===== src/rtl/elastic_pipeline_ctrl.sv =====
// Elastic valid/ready staging pipeline with bubble collapse, synchronous flush,
// occupancy reporting and a per-stage stall watchdog with a sticky, clearable error.
module elastic_pipeline_ctrl #(
  parameter int DATA_WIDTH     = 32,
  parameter int NUM_STAGES     = 4,
  parameter int TIMEOUT_CYCLES = 10,
  localparam int OCC_W = $clog2(NUM_STAGES + 1),
  localparam int ERR_W = (NUM_STAGES > 1) ? $clog2(NUM_STAGES) : 1
) (
  input  logic                  clk,
  input  logic                  reset,
  input  logic                  flush,
  input  logic                  err_clear,
  input  logic                  in_valid,
  input  logic [DATA_WIDTH-1:0] in_data,
  output logic                  in_ready,
  output logic                  out_valid,
  output logic [DATA_WIDTH-1:0] out_data,
  input  logic                  out_ready,
  output logic [OCC_W-1:0]      occupancy,
  output logic                  error,
  output logic [ERR_W-1:0]      err_stage
);

  localparam int CNT_W = (TIMEOUT_CYCLES > 0) ? $clog2(TIMEOUT_CYCLES + 1) : 1;
  localparam logic [CNT_W-1:0] CNT_MAX = CNT_W'(TIMEOUT_CYCLES);

  if (DATA_WIDTH <= 0 || NUM_STAGES <= 0 || TIMEOUT_CYCLES < 0) begin : g_bad_param
    $fatal(1, "elastic_pipeline_ctrl: illegal parameter value");
  end

  logic [NUM_STAGES-1:0] v_q, v_d;
  logic [DATA_WIDTH-1:0] d_q   [NUM_STAGES];
  logic [DATA_WIDTH-1:0] d_d   [NUM_STAGES];
  logic [CNT_W-1:0]      cnt_q [NUM_STAGES];
  logic [CNT_W-1:0]      cnt_d [NUM_STAGES];
  logic [OCC_W-1:0]      occ_q, occ_d;
  logic                  error_q, error_d;
  logic [ERR_W-1:0]      err_stage_q, err_stage_d;

  logic [NUM_STAGES:0]   rdy_s;
  logic [NUM_STAGES:0]   vin_s;
  logic [DATA_WIDTH-1:0] din_s [NUM_STAGES+1];
  logic                  accept_s;
  logic                  fire_s;
  logic [ERR_W-1:0]      fire_idx_s;

  // Ready chain: a stage may load when it is empty or its successor loads.
  always_comb begin
    rdy_s             = '0;
    rdy_s[NUM_STAGES] = out_ready;
    for (int i = NUM_STAGES - 1; i >= 0; i--) begin
      rdy_s[i] = ~v_q[i] | rdy_s[i+1];
    end
  end

  assign in_ready = rdy_s[0] & ~flush;
  assign accept_s = in_valid & in_ready;

  // Stage advance, flush and next-state occupancy.
  always_comb begin
    vin_s    = {v_q, accept_s};
    din_s[0] = in_data;
    v_d      = v_q;
    occ_d    = '0;
    for (int i = 0; i < NUM_STAGES; i++) begin
      din_s[i+1] = d_q[i];
    end
    for (int i = 0; i < NUM_STAGES; i++) begin
      if (flush) begin
        v_d[i] = 1'b0;
      end else if (rdy_s[i]) begin
        v_d[i] = vin_s[i];
      end else begin
        v_d[i] = v_q[i];
      end
      // Payload only moves with a valid word so holding registers stay quiet.
      if (rdy_s[i] && vin_s[i]) begin
        d_d[i] = din_s[i];
      end else begin
        d_d[i] = d_q[i];
      end
      occ_d = occ_d + OCC_W'(v_d[i]);
    end
  end

  // Per-stage stall counters; descending scan leaves the lowest firing stage.
  always_comb begin
    fire_s     = 1'b0;
    fire_idx_s = '0;
    for (int i = NUM_STAGES - 1; i >= 0; i--) begin
      if (TIMEOUT_CYCLES == 0 || flush) begin
        cnt_d[i] = '0;
      end else if (v_q[i] && !rdy_s[i+1]) begin
        cnt_d[i] = (cnt_q[i] == CNT_MAX) ? CNT_MAX : cnt_q[i] + 1'b1;
      end else begin
        cnt_d[i] = '0;
      end
      if (TIMEOUT_CYCLES > 0 && cnt_d[i] == CNT_MAX && cnt_q[i] != CNT_MAX) begin
        fire_s     = 1'b1;
        fire_idx_s = ERR_W'(i);
      end else begin
        fire_s     = fire_s;
      end
    end
  end

  // Sticky error: a fresh timeout beats a simultaneous clear.
  always_comb begin
    error_d     = error_q;
    err_stage_d = err_stage_q;
    if (fire_s) begin
      error_d = 1'b1;
      if (!error_q || err_clear) begin
        err_stage_d = fire_idx_s;
      end else begin
        err_stage_d = err_stage_q;
      end
    end else if (err_clear) begin
      error_d     = 1'b0;
      err_stage_d = '0;
    end else begin
      error_d     = error_q;
      err_stage_d = err_stage_q;
    end
  end

  // State registers.
  always_ff @(posedge clk) begin
    if (reset) begin
      v_q         <= '0;
      occ_q       <= '0;
      error_q     <= 1'b0;
      err_stage_q <= '0;
      for (int i = 0; i < NUM_STAGES; i++) begin
        d_q[i]   <= '0;
        cnt_q[i] <= '0;
      end
    end else begin
      v_q         <= v_d;
      occ_q       <= occ_d;
      error_q     <= error_d;
      err_stage_q <= err_stage_d;
      for (int i = 0; i < NUM_STAGES; i++) begin
        d_q[i]   <= d_d[i];
        cnt_q[i] <= cnt_d[i];
      end
    end
  end

  assign out_valid = v_q[NUM_STAGES-1];
  assign out_data  = d_q[NUM_STAGES-1];
  assign occupancy = occ_q;
  assign error     = error_q;
  assign err_stage = err_stage_q;

endmodule

===== config.mk =====
export PLATFORM = sky130hd
export DESIGN_NAME = elastic_pipeline_ctrl
export DESIGN_NICKNAME = d
export VERILOG_FILES = /design/src/rtl/elastic_pipeline_ctrl.sv
export SDC_FILE = /design/constraint.sdc
export NUM_CORES = 1
export LEC_CHECK = 0
export CAP_MARGIN = 20
export CORE_MARGIN = 2
export CORE_UTILIZATION = 55
export CTS_BUF_LIST = sky130_fd_sc_hd__clkbuf_8
export CTS_CLUSTER_DIAMETER = 120
export DETAILED_ROUTE_END_ITERATION = 8
export GPL_TIMING_DRIVEN = 0
export PLACE_DENSITY_LB_ADDON = 0.25
export SLEW_MARGIN = 0
export SYNTH_ARGS = -nofsm -noshare
export SYNTH_HDL_FRONTEND = slang
export SYNTH_SLANG_ARGS = --single-unit

===== constraint.sdc =====
create_clock -name clk -period 2.9 [get_ports clk]
set_input_delay 0.29 -clock clk [delete_from_list [all_inputs] [get_ports clk]]
set_output_delay 0.29 -clock clk [all_outputs]
set_load 0.02 [all_outputs]

==> reports/qor.yml <==
synthesis:
  synth_nets: 758
  synth-main-ff-cell: "dfxtp_1"
  synthDistinctLibCells: 38
  synth_seq_cells: 154
  async_flop_share_pct: 0
  seq_area_frac_synth_pct: 54.3
  synth-edff-count: 0
  synthCells: 709
  avgSynthCellArea_sq_um: 8.01
  syn-cell-area_sq_mm: 0.00568
  ys_warn_count: 0
pwr:
  ir_worst_vdd_uv: 278
  internal_power_mw: 2.93
  p_clk_share_pct: 39.7
  leakage_nw: 2.35
  combPwrFrac_pct: 4.6
  sw_frac_of_total_pct: 24.3
  switchingPower_mw: 0.939
  seqPwrFrac_pct: 55.6
  power.density_mw_per_mm2: 554
placed_design:
  port_buffers: 76
  hpwlAfterDp_um: 8980
  routabilityCongestion: 0.852
sta:
  fin_skew_ns: 0.0155
  final_max_slew_viol_count: 0
  tns_ns: 0
  setup_viol: 0
  tightestPinTransition_ns: 0.589
  hold_ws_ns: 0.374
  fmax_mhz: 415
  hold_violations: 0
  fin_crit_sh_pct: 83.1
  max-slew-margin-rel_pct: 60.7
  min_period_ns: 2.41
  rsz0062_at_grt: "no"
detailed_routing:
  drc: 0
  drt_wl_total_um: 11900
  vias: 4782
  wl_per_cell_um: 12.5
  drt_iter0_markers: 221
  viasPerCell: 5.02
  antenna_left: 0
  drtPass1Iterations: 6
grt:
  grt_pass1_wl_um: 20500
  use_met2_pct: 39.5
  grt.busiest_layer: "met2"
  gr-usage-met3_pct: 5.13
  grt_max_degree: 17
  grt.total_usage_pct: 22.8
  grt_pass1_vias: 4702
  grt_antenna_before_repair: 0
  grt_overflow_total: 0
  met1_usage_pct: 27.2
clocking:
  tritoncts: "yes"
  insertion_delay_ns: 0.44
  cts_buffers: 17
  postCtsSetupBuffers: 0
  cts.clk_slew.worst_paths_ns: 0.09
  cts_max_path_buffers: 2
  cts_resized: 0
  cts_sinks: 154
  htreeDepth: 4
  postCtsHoldBufs: 0
  cts-root-buf: "clkbuf_8"
die:
  dieArea_sq_mm: 0.0112
  fp-row-count: 37
  core_sq_mm: 0.0102
  die_x_um: 106
  ioPinCount: 78
  initial_utilization_pct: 55.8
  die_h_um: 106
status:
  outcome: "completed"
flow_run:
  maxCapViolCount: 0
critical_path:
  critPathRequiredTime_ns: 3.21
  crit_arrival_ns: 2.72
  critPathKind: "register to register"
  start_kind: "register"
  end_kind: "register"
  cp_max_fo: 6
layout:
  most-common-layout-cells: "268 x nand2_1, 154 x dfxtp_1, 136 x a21oi_1, 76 x clkdlybuf4s50_1, 32 x clkbuf_1"
  antennaDiodeCount: 0
  fin_nets: 853
  syn_to_final_growth_pct: 23.1
  layout_commonest_cell: "nand2_1"
  drive_gt1_share_pct: 5.75
hold_path:
  hp-class: "input port to register"
## power groups by stage
stage / combinational, mW / clock (mW) / sequential (mW)
CTS: 0.180 / 1.56 / 2.15
global route: 0.199 / 1.65 / 2.16
finish: 0.180 / 1.54 / 2.15
global placement: 0.174 / 0 / 2.20
floorplan: 0.0919 / 0 / 2.20
detailed placement: 0.179 / 0 / 2.20
## cell usage after synthesis (all sizes together), types with 2 or more instances
cell	count	area (sq um)
nand2	268	1010
dfxtp	154	3080
a21oi	136	681
clkbuf	32	120
nor2	22	85.1
buf	16	70.1
ha	10	125
nor2b	9	56.3
nor3	9	45.0
nand3	7	35.0
inv	6	22.5
nand2b	5	31.3
o21ai	4	20.0
xor2	4	35.0
and2	3	18.8
a2111oi	2	42.5
mux2	2	22.5
mux2i	2	20.0
o21bai	2	15.0
## area by class of cell
| class | count | area [sq um] |
|---|---|---|
| repair buffers | 76 | 761 |
| multi-input cells | 500 | 2380 |
| plain buffers | 48 | 190 |
| inverters | 7 | 26.3 |
| well taps | 136 | 170 |
| fillers | 822 | 3190 |
| flip-flops and latches | 154 | 3080 |
| clock inverters | 14 | 133 |
| clock buffers | 18 | 248 |
## flip-flops by register name (all words and copies together), names as in the netlist
signal and flops:
d_q 128, cnt_q 16, v_q 4, occupancy 3, err_stage 2, error 1
## per-layer routing
layer	up-vias	share of wire, %
li1	2492	-
met1	2137	42
met2	126	50
met3	27	5.9
met4	0	2.1
met5	-	0
## stage by stage
| stage | cells | power [mW] | util (%) | worst slack, ns | area, sq um |
|---|---|---|---|---|---|
| final | 953 | 3.87 | 68.6 | 0.489 | 6990 |
| after floorplan | 709 | 2.29 | - | 0.644 | 5680 |
| after CTS | 953 | 3.89 | 68.6 | 0.500 | 6990 |
| after global placement | 921 | 2.37 | 64.9 | 0.134 | 6610 |
| after global routing | 953 | 4.00 | 68.6 | 0.335 | 6990 |
| after detailed placement | 921 | 2.38 | 64.9 | 0.0971 | 6610 |
## cell families after synthesis
kind of cell | count (synthesis) | share of synthesized area [%]
AO/OA/AOI/OAI | 148 | 13.9
XOR/XNOR | 4 | 0.617
adder cells (fa/ha/maj) | 11 | 2.56
buffers and inverters | 55 | 3.81
flip-flops | 154 | 54.3
multiplexers | 4 | 0.749
AND/OR/NAND/NOR | 333 | 24.1
## final timing paths
check | from | slack, ns | cells after the start | endpoint
max | v_q[3]$_SDFF_PP0_ | 0.49 | 8 | occupancy[1]$_SDFF_PP0_
min | reset | 0.37 | 4 | err_stage[0]$_SDFFE_PP0P_
max reg2reg | v_q[3]$_SDFF_PP0_ | 0.49 | 8 | occupancy[1]$_SDFF_PP0_
min reg2reg | d_q[0][7]$_SDFFE_PP0P_ | 0.44 | 2 | d_q[1][7]$_SDFFE_PP0P_
## worst max-delay path, stage by stage, from the launching register on
cell      delay [ns]
dfxtp_1         0.38
nor2b_1         0.36
and3_1          0.26
o21bai_1        0.12
fa_1            0.54
inv_1           0.05
ha_1            0.18
ha_1            0.26
nor2b_1         0.13
No activity file was read; power rests on OpenSTA's default activity.
